**src/rtl/pic_pkg.sv**
```systemverilog
// Shared types and constants for the 8259A-compatible PIC priority/in-service slice.
package pic_pkg;

  localparam int NUM_IR = 8;
  localparam int LEVEL_W = 3;
  localparam logic [LEVEL_W-1:0] SPURIOUS_LEVEL = 3'd7;

  typedef enum logic {
    IDLE,
    ACK2
  } pic_state_t;

  typedef enum logic [2:0] {
    EOI_NONSPEC     = 3'b000,
    EOI_SPEC        = 3'b001,
    EOI_ROT_NONSPEC = 3'b010,
    EOI_ROT_SPEC    = 3'b011,
    EOI_SET_PRIO    = 3'b100
  } eoi_op_t;

  function automatic logic [NUM_IR-1:0] level_onehot(input logic [LEVEL_W-1:0] lvl);
    return NUM_IR'(1) << lvl;
  endfunction

  // Rank 0 is the highest priority, which sits just above priority_base.
  function automatic logic [LEVEL_W-1:0] prio_rank(input logic [LEVEL_W-1:0] lvl,
                                                   input logic [LEVEL_W-1:0] base);
    return lvl - base - 3'd1;
  endfunction

endpackage

```
**src/rtl/pic_priority_isr_if.sv**
```systemverilog
// Request/mask/acknowledge/EOI bundle between the PIC control and request stages and the priority block.
interface pic_priority_isr_if;
  import pic_pkg::*;

  logic [NUM_IR-1:0]  irr_priority;
  logic [NUM_IR-1:0]  imr;
  logic               aeoi;
  logic               rotate_aeoi;
  logic               inta_strobe;
  logic               eoi_valid;
  logic [2:0]         eoi_op;
  logic [LEVEL_W-1:0] eoi_level;
  logic               int_req;
  logic               inta_freeze;
  logic [NUM_IR-1:0]  inta_1;
  logic [NUM_IR-1:0]  isr;
  logic               vector_valid;
  logic [LEVEL_W-1:0] vector_level;

  modport master (
    output irr_priority, imr, aeoi, rotate_aeoi, inta_strobe, eoi_valid, eoi_op, eoi_level,
    input  int_req, inta_freeze, inta_1, isr, vector_valid, vector_level
  );

  modport slave (
    input  irr_priority, imr, aeoi, rotate_aeoi, inta_strobe, eoi_valid, eoi_op, eoi_level,
    output int_req, inta_freeze, inta_1, isr, vector_valid, vector_level
  );

endinterface

```
**src/rtl/pic_rot_prio_enc.sv**
```systemverilog
// Rotating priority encoder: finds the highest-priority set bit, where (base+1) mod 8 ranks first.
module pic_rot_prio_enc
  import pic_pkg::*;
(
  input  logic [NUM_IR-1:0]  vec,
  input  logic [LEVEL_W-1:0] base,
  output logic               found,
  output logic [LEVEL_W-1:0] level
);

  // Walk from the lowest-priority position upward so the highest-priority hit wins last.
  always_comb begin
    found = 1'b0;
    level = '0;
    for (int i = NUM_IR; i >= 1; i--) begin
      if (vec[base + LEVEL_W'(i)]) begin
        found = 1'b1;
        level = base + LEVEL_W'(i);
      end
    end
  end

endmodule

```
**src/rtl/pic_priority_isr.sv**
```systemverilog
// Priority resolver, in-service register and two-pulse INTA sequencer of the 8259A-compatible PIC.
module pic_priority_isr
  import pic_pkg::*;
#(
  parameter int                 NUM_IR         = pic_pkg::NUM_IR,
  parameter logic [LEVEL_W-1:0] SPURIOUS_LEVEL = pic_pkg::SPURIOUS_LEVEL
) (
  input  logic               clk,
  input  logic               reset,
  pic_priority_isr_if.slave  bus
);

  pic_state_t         state;
  logic [NUM_IR-1:0]  isr_q;
  logic [NUM_IR-1:0]  inta_1_q;
  logic [LEVEL_W-1:0] priority_base;
  logic [LEVEL_W-1:0] level_q;
  logic [LEVEL_W-1:0] vector_level_q;
  logic               spurious_q;
  logic               int_req_q;
  logic               inta_freeze_q;
  logic               vector_valid_q;

  logic [NUM_IR-1:0]  req_eff;
  logic               cand_found;
  logic [LEVEL_W-1:0] cand_level;
  logic               isr_found;
  logic [LEVEL_W-1:0] isr_level;
  logic               int_req_next;

  logic [NUM_IR-1:0]  eoi_clear;
  logic               eoi_rotate;
  logic [LEVEL_W-1:0] eoi_base;
  logic [NUM_IR-1:0]  ack_set;
  logic [NUM_IR-1:0]  aeoi_clear;
  logic               aeoi_rotate;

  assign req_eff = bus.irr_priority & ~bus.imr;

  pic_rot_prio_enc u_req_enc (
    .vec   (req_eff),
    .base  (priority_base),
    .found (cand_found),
    .level (cand_level)
  );

  pic_rot_prio_enc u_isr_enc (
    .vec   (isr_q),
    .base  (priority_base),
    .found (isr_found),
    .level (isr_level)
  );

  assign int_req_next = cand_found &&
                        (!isr_found || (prio_rank(cand_level, priority_base) <
                                        prio_rank(isr_level, priority_base)));

  // OCW2 decode: which ISR bit to drop and where the priority base moves.
  always_comb begin
    eoi_clear  = '0;
    eoi_rotate = 1'b0;
    eoi_base   = priority_base;
    if (bus.eoi_valid) begin
      case (eoi_op_t'(bus.eoi_op))
        EOI_NONSPEC, EOI_ROT_NONSPEC: begin
          if (isr_found) begin
            eoi_clear  = level_onehot(isr_level);
            eoi_rotate = (eoi_op_t'(bus.eoi_op) == EOI_ROT_NONSPEC);
            eoi_base   = isr_level;
          end
        end
        EOI_SPEC, EOI_ROT_SPEC: begin
          eoi_clear  = level_onehot(bus.eoi_level);
          eoi_rotate = (eoi_op_t'(bus.eoi_op) == EOI_ROT_SPEC);
          eoi_base   = bus.eoi_level;
        end
        EOI_SET_PRIO: begin
          eoi_rotate = 1'b1;
          eoi_base   = bus.eoi_level;
        end
        default: ;
      endcase
    end
  end

  always_comb begin
    ack_set     = '0;
    aeoi_clear  = '0;
    aeoi_rotate = 1'b0;
    if (bus.inta_strobe) begin
      if (state == IDLE) begin
        if (cand_found) ack_set = level_onehot(cand_level);
      end else if (bus.aeoi && !spurious_q) begin
        aeoi_clear  = level_onehot(level_q);
        aeoi_rotate = bus.rotate_aeoi;
      end
    end
  end

  // An explicit OCW2 rotation/set-priority wins over an AEOI rotation in the same cycle.
  always_ff @(posedge clk or posedge reset) begin
    if (reset) begin
      state          <= IDLE;
      isr_q          <= '0;
      inta_1_q       <= '0;
      priority_base  <= 3'd7;
      level_q        <= '0;
      vector_level_q <= '0;
      spurious_q     <= 1'b0;
      int_req_q      <= 1'b0;
      inta_freeze_q  <= 1'b0;
      vector_valid_q <= 1'b0;
    end else begin
      inta_1_q       <= '0;
      vector_valid_q <= 1'b0;
      int_req_q      <= int_req_next;
      isr_q          <= (isr_q & ~(eoi_clear | aeoi_clear)) | ack_set;
      if (eoi_rotate)       priority_base <= eoi_base;
      else if (aeoi_rotate) priority_base <= level_q;
      case (state)
        IDLE: begin
          if (bus.inta_strobe) begin
            state         <= ACK2;
            inta_freeze_q <= 1'b1;
            int_req_q     <= 1'b0;
            inta_1_q      <= ack_set;
            level_q       <= cand_found ? cand_level : SPURIOUS_LEVEL;
            spurious_q    <= !cand_found;
          end
        end
        ACK2: begin
          if (bus.inta_strobe) begin
            state          <= IDLE;
            inta_freeze_q  <= 1'b0;
            vector_valid_q <= 1'b1;
            vector_level_q <= level_q;
          end
        end
        default: state <= IDLE;
      endcase
    end
  end

  assign bus.int_req      = int_req_q;
  assign bus.inta_freeze  = inta_freeze_q;
  assign bus.inta_1       = inta_1_q;
  assign bus.isr          = isr_q;
  assign bus.vector_valid = vector_valid_q;
  assign bus.vector_level = vector_level_q;

endmodule

```
**src/flat_wrapper.sv**
```systemverilog
// flat-port wrapper written by rule: the top's interface ports become plain ports
module pic_priority_isr_flat import pic_pkg::*;
#(
  parameter int                 NUM_IR         = pic_pkg::NUM_IR,
  parameter logic [LEVEL_W-1:0] SPURIOUS_LEVEL = pic_pkg::SPURIOUS_LEVEL
)
  (clk, reset, bus_irr_priority, bus_imr, bus_aeoi, bus_rotate_aeoi, bus_inta_strobe, bus_eoi_valid, bus_eoi_op, bus_eoi_level, bus_int_req, bus_inta_freeze, bus_inta_1, bus_isr, bus_vector_valid, bus_vector_level);
  pic_priority_isr_if bus_i ();
  input  logic clk;
  input  logic reset;
  input wire logic [$bits(bus_i.irr_priority)-1:0] bus_irr_priority;
  input wire logic [$bits(bus_i.imr)-1:0] bus_imr;
  input wire logic [$bits(bus_i.aeoi)-1:0] bus_aeoi;
  input wire logic [$bits(bus_i.rotate_aeoi)-1:0] bus_rotate_aeoi;
  input wire logic [$bits(bus_i.inta_strobe)-1:0] bus_inta_strobe;
  input wire logic [$bits(bus_i.eoi_valid)-1:0] bus_eoi_valid;
  input wire logic [$bits(bus_i.eoi_op)-1:0] bus_eoi_op;
  input wire logic [$bits(bus_i.eoi_level)-1:0] bus_eoi_level;
  output wire logic [$bits(bus_i.int_req)-1:0] bus_int_req;
  output wire logic [$bits(bus_i.inta_freeze)-1:0] bus_inta_freeze;
  output wire logic [$bits(bus_i.inta_1)-1:0] bus_inta_1;
  output wire logic [$bits(bus_i.isr)-1:0] bus_isr;
  output wire logic [$bits(bus_i.vector_valid)-1:0] bus_vector_valid;
  output wire logic [$bits(bus_i.vector_level)-1:0] bus_vector_level;
  assign bus_i.irr_priority = bus_irr_priority;
  assign bus_i.imr = bus_imr;
  assign bus_i.aeoi = bus_aeoi;
  assign bus_i.rotate_aeoi = bus_rotate_aeoi;
  assign bus_i.inta_strobe = bus_inta_strobe;
  assign bus_i.eoi_valid = bus_eoi_valid;
  assign bus_i.eoi_op = bus_eoi_op;
  assign bus_i.eoi_level = bus_eoi_level;
  assign bus_int_req = bus_i.int_req;
  assign bus_inta_freeze = bus_i.inta_freeze;
  assign bus_inta_1 = bus_i.inta_1;
  assign bus_isr = bus_i.isr;
  assign bus_vector_valid = bus_i.vector_valid;
  assign bus_vector_level = bus_i.vector_level;
  pic_priority_isr #(.NUM_IR(NUM_IR), .SPURIOUS_LEVEL(SPURIOUS_LEVEL)) u_core (.clk(clk), .reset(reset), .bus(bus_i));
endmodule
```
**config.mk**
```make
export PLATFORM = sky130hd
export DESIGN_NAME = pic_priority_isr_flat
export DESIGN_NICKNAME = d
export VERILOG_FILES = /design/src/rtl/pic_pkg.sv /design/src/rtl/pic_priority_isr_if.sv /design/src/rtl/pic_rot_prio_enc.sv /design/src/rtl/pic_priority_isr.sv /design/src/flat_wrapper.sv
export SDC_FILE = /design/constraint.sdc
export NUM_CORES = 1
export LEC_CHECK = 0
export ABC_AREA = 1
export BUFFER_PORTS_ARGS = -buffer_cell sky130_fd_sc_hd__buf_4
export CAP_MARGIN = 20
export CORE_MARGIN = 4
export CORE_UTILIZATION = 60
export DETAILED_ROUTE_END_ITERATION = 10
export GPL_TIMING_DRIVEN = 0
export PLACE_DENSITY_LB_ADDON = 0.25
export SKIP_LAST_GASP = 1
export SLEW_MARGIN = 10
export SYNTH_ARGS = -nofsm -noshare
export SYNTH_HDL_FRONTEND = slang
export SYNTH_SLANG_ARGS = --single-unit
export TNS_END_PERCENT = 10
```
**constraint.sdc**
```tcl
create_clock -name clk -period 10.7 [get_ports clk]
set_clock_uncertainty 0.2 [all_clocks]
set_input_delay 0.535 -clock clk [delete_from_list [all_inputs] [get_ports clk]]
set_output_delay 0.535 -clock clk [all_outputs]
set_load 0.01 [all_outputs]
```
==> key figures <==
Detailed routing
  • Final ANT Viol Nets: 0
  • Post-detailed-routing wire length: 8540 µm
  • DRC: 0
  • Via density: roughly 5.5
  • Avg WL per Cell: 13.8 µm
  • DRT iter0 DRCs: roughly 280
  • 1st-pass router iterations: 5
  • Vias: ~3,400

CTS
  • Htree depth: 2
  • Num CTS Buffers: 5
  • Post-cts repair resize count: 0
  • # hold bufs at CTS: 0
  • CTS tree: built
  • Sink Count: 30
  • Max Root-Sink Buffers: 2
  • CTS Root Cell: clkbuf_8
  • Clk pin slew, worst setup/hold paths: 0.07 ns
  • Clock latency on the worst-skew pair: 0.28 ns
  • Post-CTS Setup Bufs: 0

Logic synthesis
  • Netlist cell types: 43
  • Register area share after synthesis: between 20% and 30%
  • Top cells by count, synth: 163 x nand2_1, 63 x inv_1, 62 x nand3_1
  • Most common cell in the netlist: nand2_1
  • Top cells by area, synth: dfrtp_1 22%, nand2_1 19%, nand3_1 9.9%, inv_1 7.5%, ha_1 4.0%
  • Number of synthesized flops with an enable pin: 0
  • Cell taking the most area after synthesis: dfrtp_1
  • Gate Count Post-Synth: 491
  • Asr flop ratio synth: 100%
  • Avg Cell Area, Syn: ~6.4 µm²
  • Dominant synthesized flop cell: dfrtp_1
  • Yosys top cell area share: between 20 and 25%
  • Synth Warn #: 0
  • Mapped cell area: about 3100 µm²
  • FF+latch count, synth: 30
  • Post-synth net total: about 530

Die
  • Die ar.: roughly 6500 µm²
  • Row cnt: 26
  • Core box area: 5110 µm²
  • Die X: roughly 80 µm
  • Effective utilization at floorplan: 61.5%
  • I/O pin cnt: 50
  • Die Span Y: about 80 µm

Worst setup path
  • CP endpoint kind: register
  • Req. time, crit path: 10.72 ns
  • CP peak stage delay: 0.53 ns
  • Crit start category: register
  • Most used cell, CP: nand2_1
  • CP Max Fanout: 12
  • Critical path's slowest cell: dfstp_2
  • CP Class: reg -> reg
  • WP data arrival: roughly 4.8 ns
  • Top Family by Delay on Critical Path: adder cells
  • Reg2Reg Setup Slack: roughly 5.9 ns
  • WP buf/inv: 5

Run status
  • Outcome: completed

Finish
  • Layout overhead on the synthesized area: 18.0%
  • Layout cells sized above 1: between 20% and 30%
  • Non-Filler Instances: just over 600
  • Number of diodes: 0
  • NumNets Final: between 500 and 600

STA
  • Min cycle time layout: ~4.8 ns
  • RSZ-0062 raised after global routing: no
  • Max Clk Rate: around 210 MHz
  • Slew at the pin closest to its max-slew limit: approximately 0.44 ns
  • Final worst path period share: 44.5%
  • Fin. Hold Viols: 0
  • Setup TNS: 0 ns
  • Final setup viols: 0
  • Slew margin rel.: 70.8%
  • Pins Over Slew Limit: 0

Run
  • Max Cap Viol: 0

GRT
  • GR Layer Usage met3: under 10%
  • Grt ovf: 0
  • Met2 usage: ~50%
  • Global route hottest layer: met2
  • Initial antenna violation count: 0
  • Largest net degree at the start of global routing: 31
  • Met1 global-route usage: 33.0%
  • First-pass GRT wire length: between 10,000 and 15,000 µm
  • Vias in the first global route: roughly 3,200
  • Tot GR Track Use: ~28%

Worst hold path
  • Hold WC Path Type: in -> async

Placement
  • HPWL Detailed: between 6000 and 7000 µm
  • I/O Buffers: between 40 and 50
  • Placer congestion estimate: 0.974
  • Dpl cells: roughly 600
through the flow:
| step | area (µm²) | setup WS, ns | hold WS (ns) | util, % |
|---|---|---|---|---|
| after floorplan | 3140 | 6.68 | 0.252 | - |
| after global placement | 3590 | 6.18 | 0.263 | 70.3 |
| after detailed placement | 3590 | 6.00 | 0.272 | 70.3 |
| after CTS | 3680 | 5.98 | 0.288 | 72.0 |
| after global routing | 3710 | 5.57 | 0.0729 | 72.6 |
| final | 3710 | 5.94 | 0.0491 | 72.6 |
worst paths after layout:
path | from | endpoint | depth (start not counted)
setup / recovery | u_core.priority_base[1]$_DFFE_PP1P_ | u_core.bus.int_req$_DFF_PP0_ | 26
min in group clk | u_core.spurious_q$_DFFE_PP0P_ | u_core.spurious_q$_DFFE_PP0P_ | 1
hold reg to reg | u_core.spurious_q$_DFFE_PP0P_ | u_core.spurious_q$_DFFE_PP0P_ | 1
setup reg to reg | u_core.priority_base[1]$_DFFE_PP1P_ | u_core.bus.int_req$_DFF_PP0_ | 26
hold / removal | reset | u_core.bus.vector_valid$_DFF_PP0_ | 2
max in group asynchronous | reset | u_core.priority_base[1]$_DFFE_PP1P_ | 3
logic make-up (layout without fill, tap and decap cells):
group	after synthesis	after routing	share of synthesized area [%]
muxes	1	1	0.319
and+or+nand+nor	293	293	42.4
adders and majority gates	12	12	5.26
DFF	30	30	24.0
AOI/OAI and AO/OA	64	64	12.3
buffers and inverters	83	140	12.3
xor gates and xnor gates	8	8	3.31
worst reg2reg max path: stages (launching register included):
cell	delay (ns)
dfstp_2	0.53
buf_4	0.16
inv_1	0.07
buf_4	0.19
ha_1	0.29
buf_4	0.15
buf_2	0.24
nand2_1	0.10
o211ai_1	0.12
nand2_1	0.19
nand2_1	0.11
nand2_1	0.05
nand2_1	0.05
nand2_1	0.06
nand2_1	0.12
nand2_1	0.06
nand2_1	0.07
nand2_2	0.12
ha_1	0.23
fa_1	0.39
xnor2_1	0.18
xor2_1	0.19
ha_1	0.26
o21a_1	0.11
o21ai_0	0.28
nand2_1	0.10
nor2_1	0.08
area by class of cell:
class	instances	area, µm²
buffer	12	114
clock buffer	5	68.8
clock inverter	3	21.3
fill	454	1400
inverter	71	274
multi-input combinational	378	2000
sequential	30	754
tap	70	87.6
timing repair buffer	49	388
sequential cells by signal (all words and copies together), names as in the netlist:
register                 flops
u_core.bus.vector_level      3
u_core.bus.inta_1            8
u_core.priority_base         3
u_core.bus.vector_valid      1
u_core.bus.int_req           1
u_core.state                 1
u_core.bus.inta_freeze       1
u_core.spurious_q            1
u_core.level_q               3
u_core.bus.isr               8
cells in the final DEF, fill, tap and decap left out, drive strengths merged:
cell      instances
nand2           182
inv              71
nand3            69
buf              61
nor2             31
dfrtp            27
o21ai            21
a21oi            18
o211ai           10
o21a             10
ha               10
clkbuf            5
xor2              5
nor3              4
nand4             4
dfstp             3
xnor2             3
or2               3
fa                2
clkinv            2
mux2i             1
o22ai             1
a21o              1
a31oi             1
a21boi            1
a22oi             1
clkinvlp          1
routing by layer:
metal  up-vias  wire (µm)
met1      1527       3380
met4         0        298
met5         -          0
met3        30        639
li1       1682          -
met2       158       4220
Power is left out: the tool's default activity adds up to more than one toggle a clock period on the data nets, which glitch-free logic cannot reach.
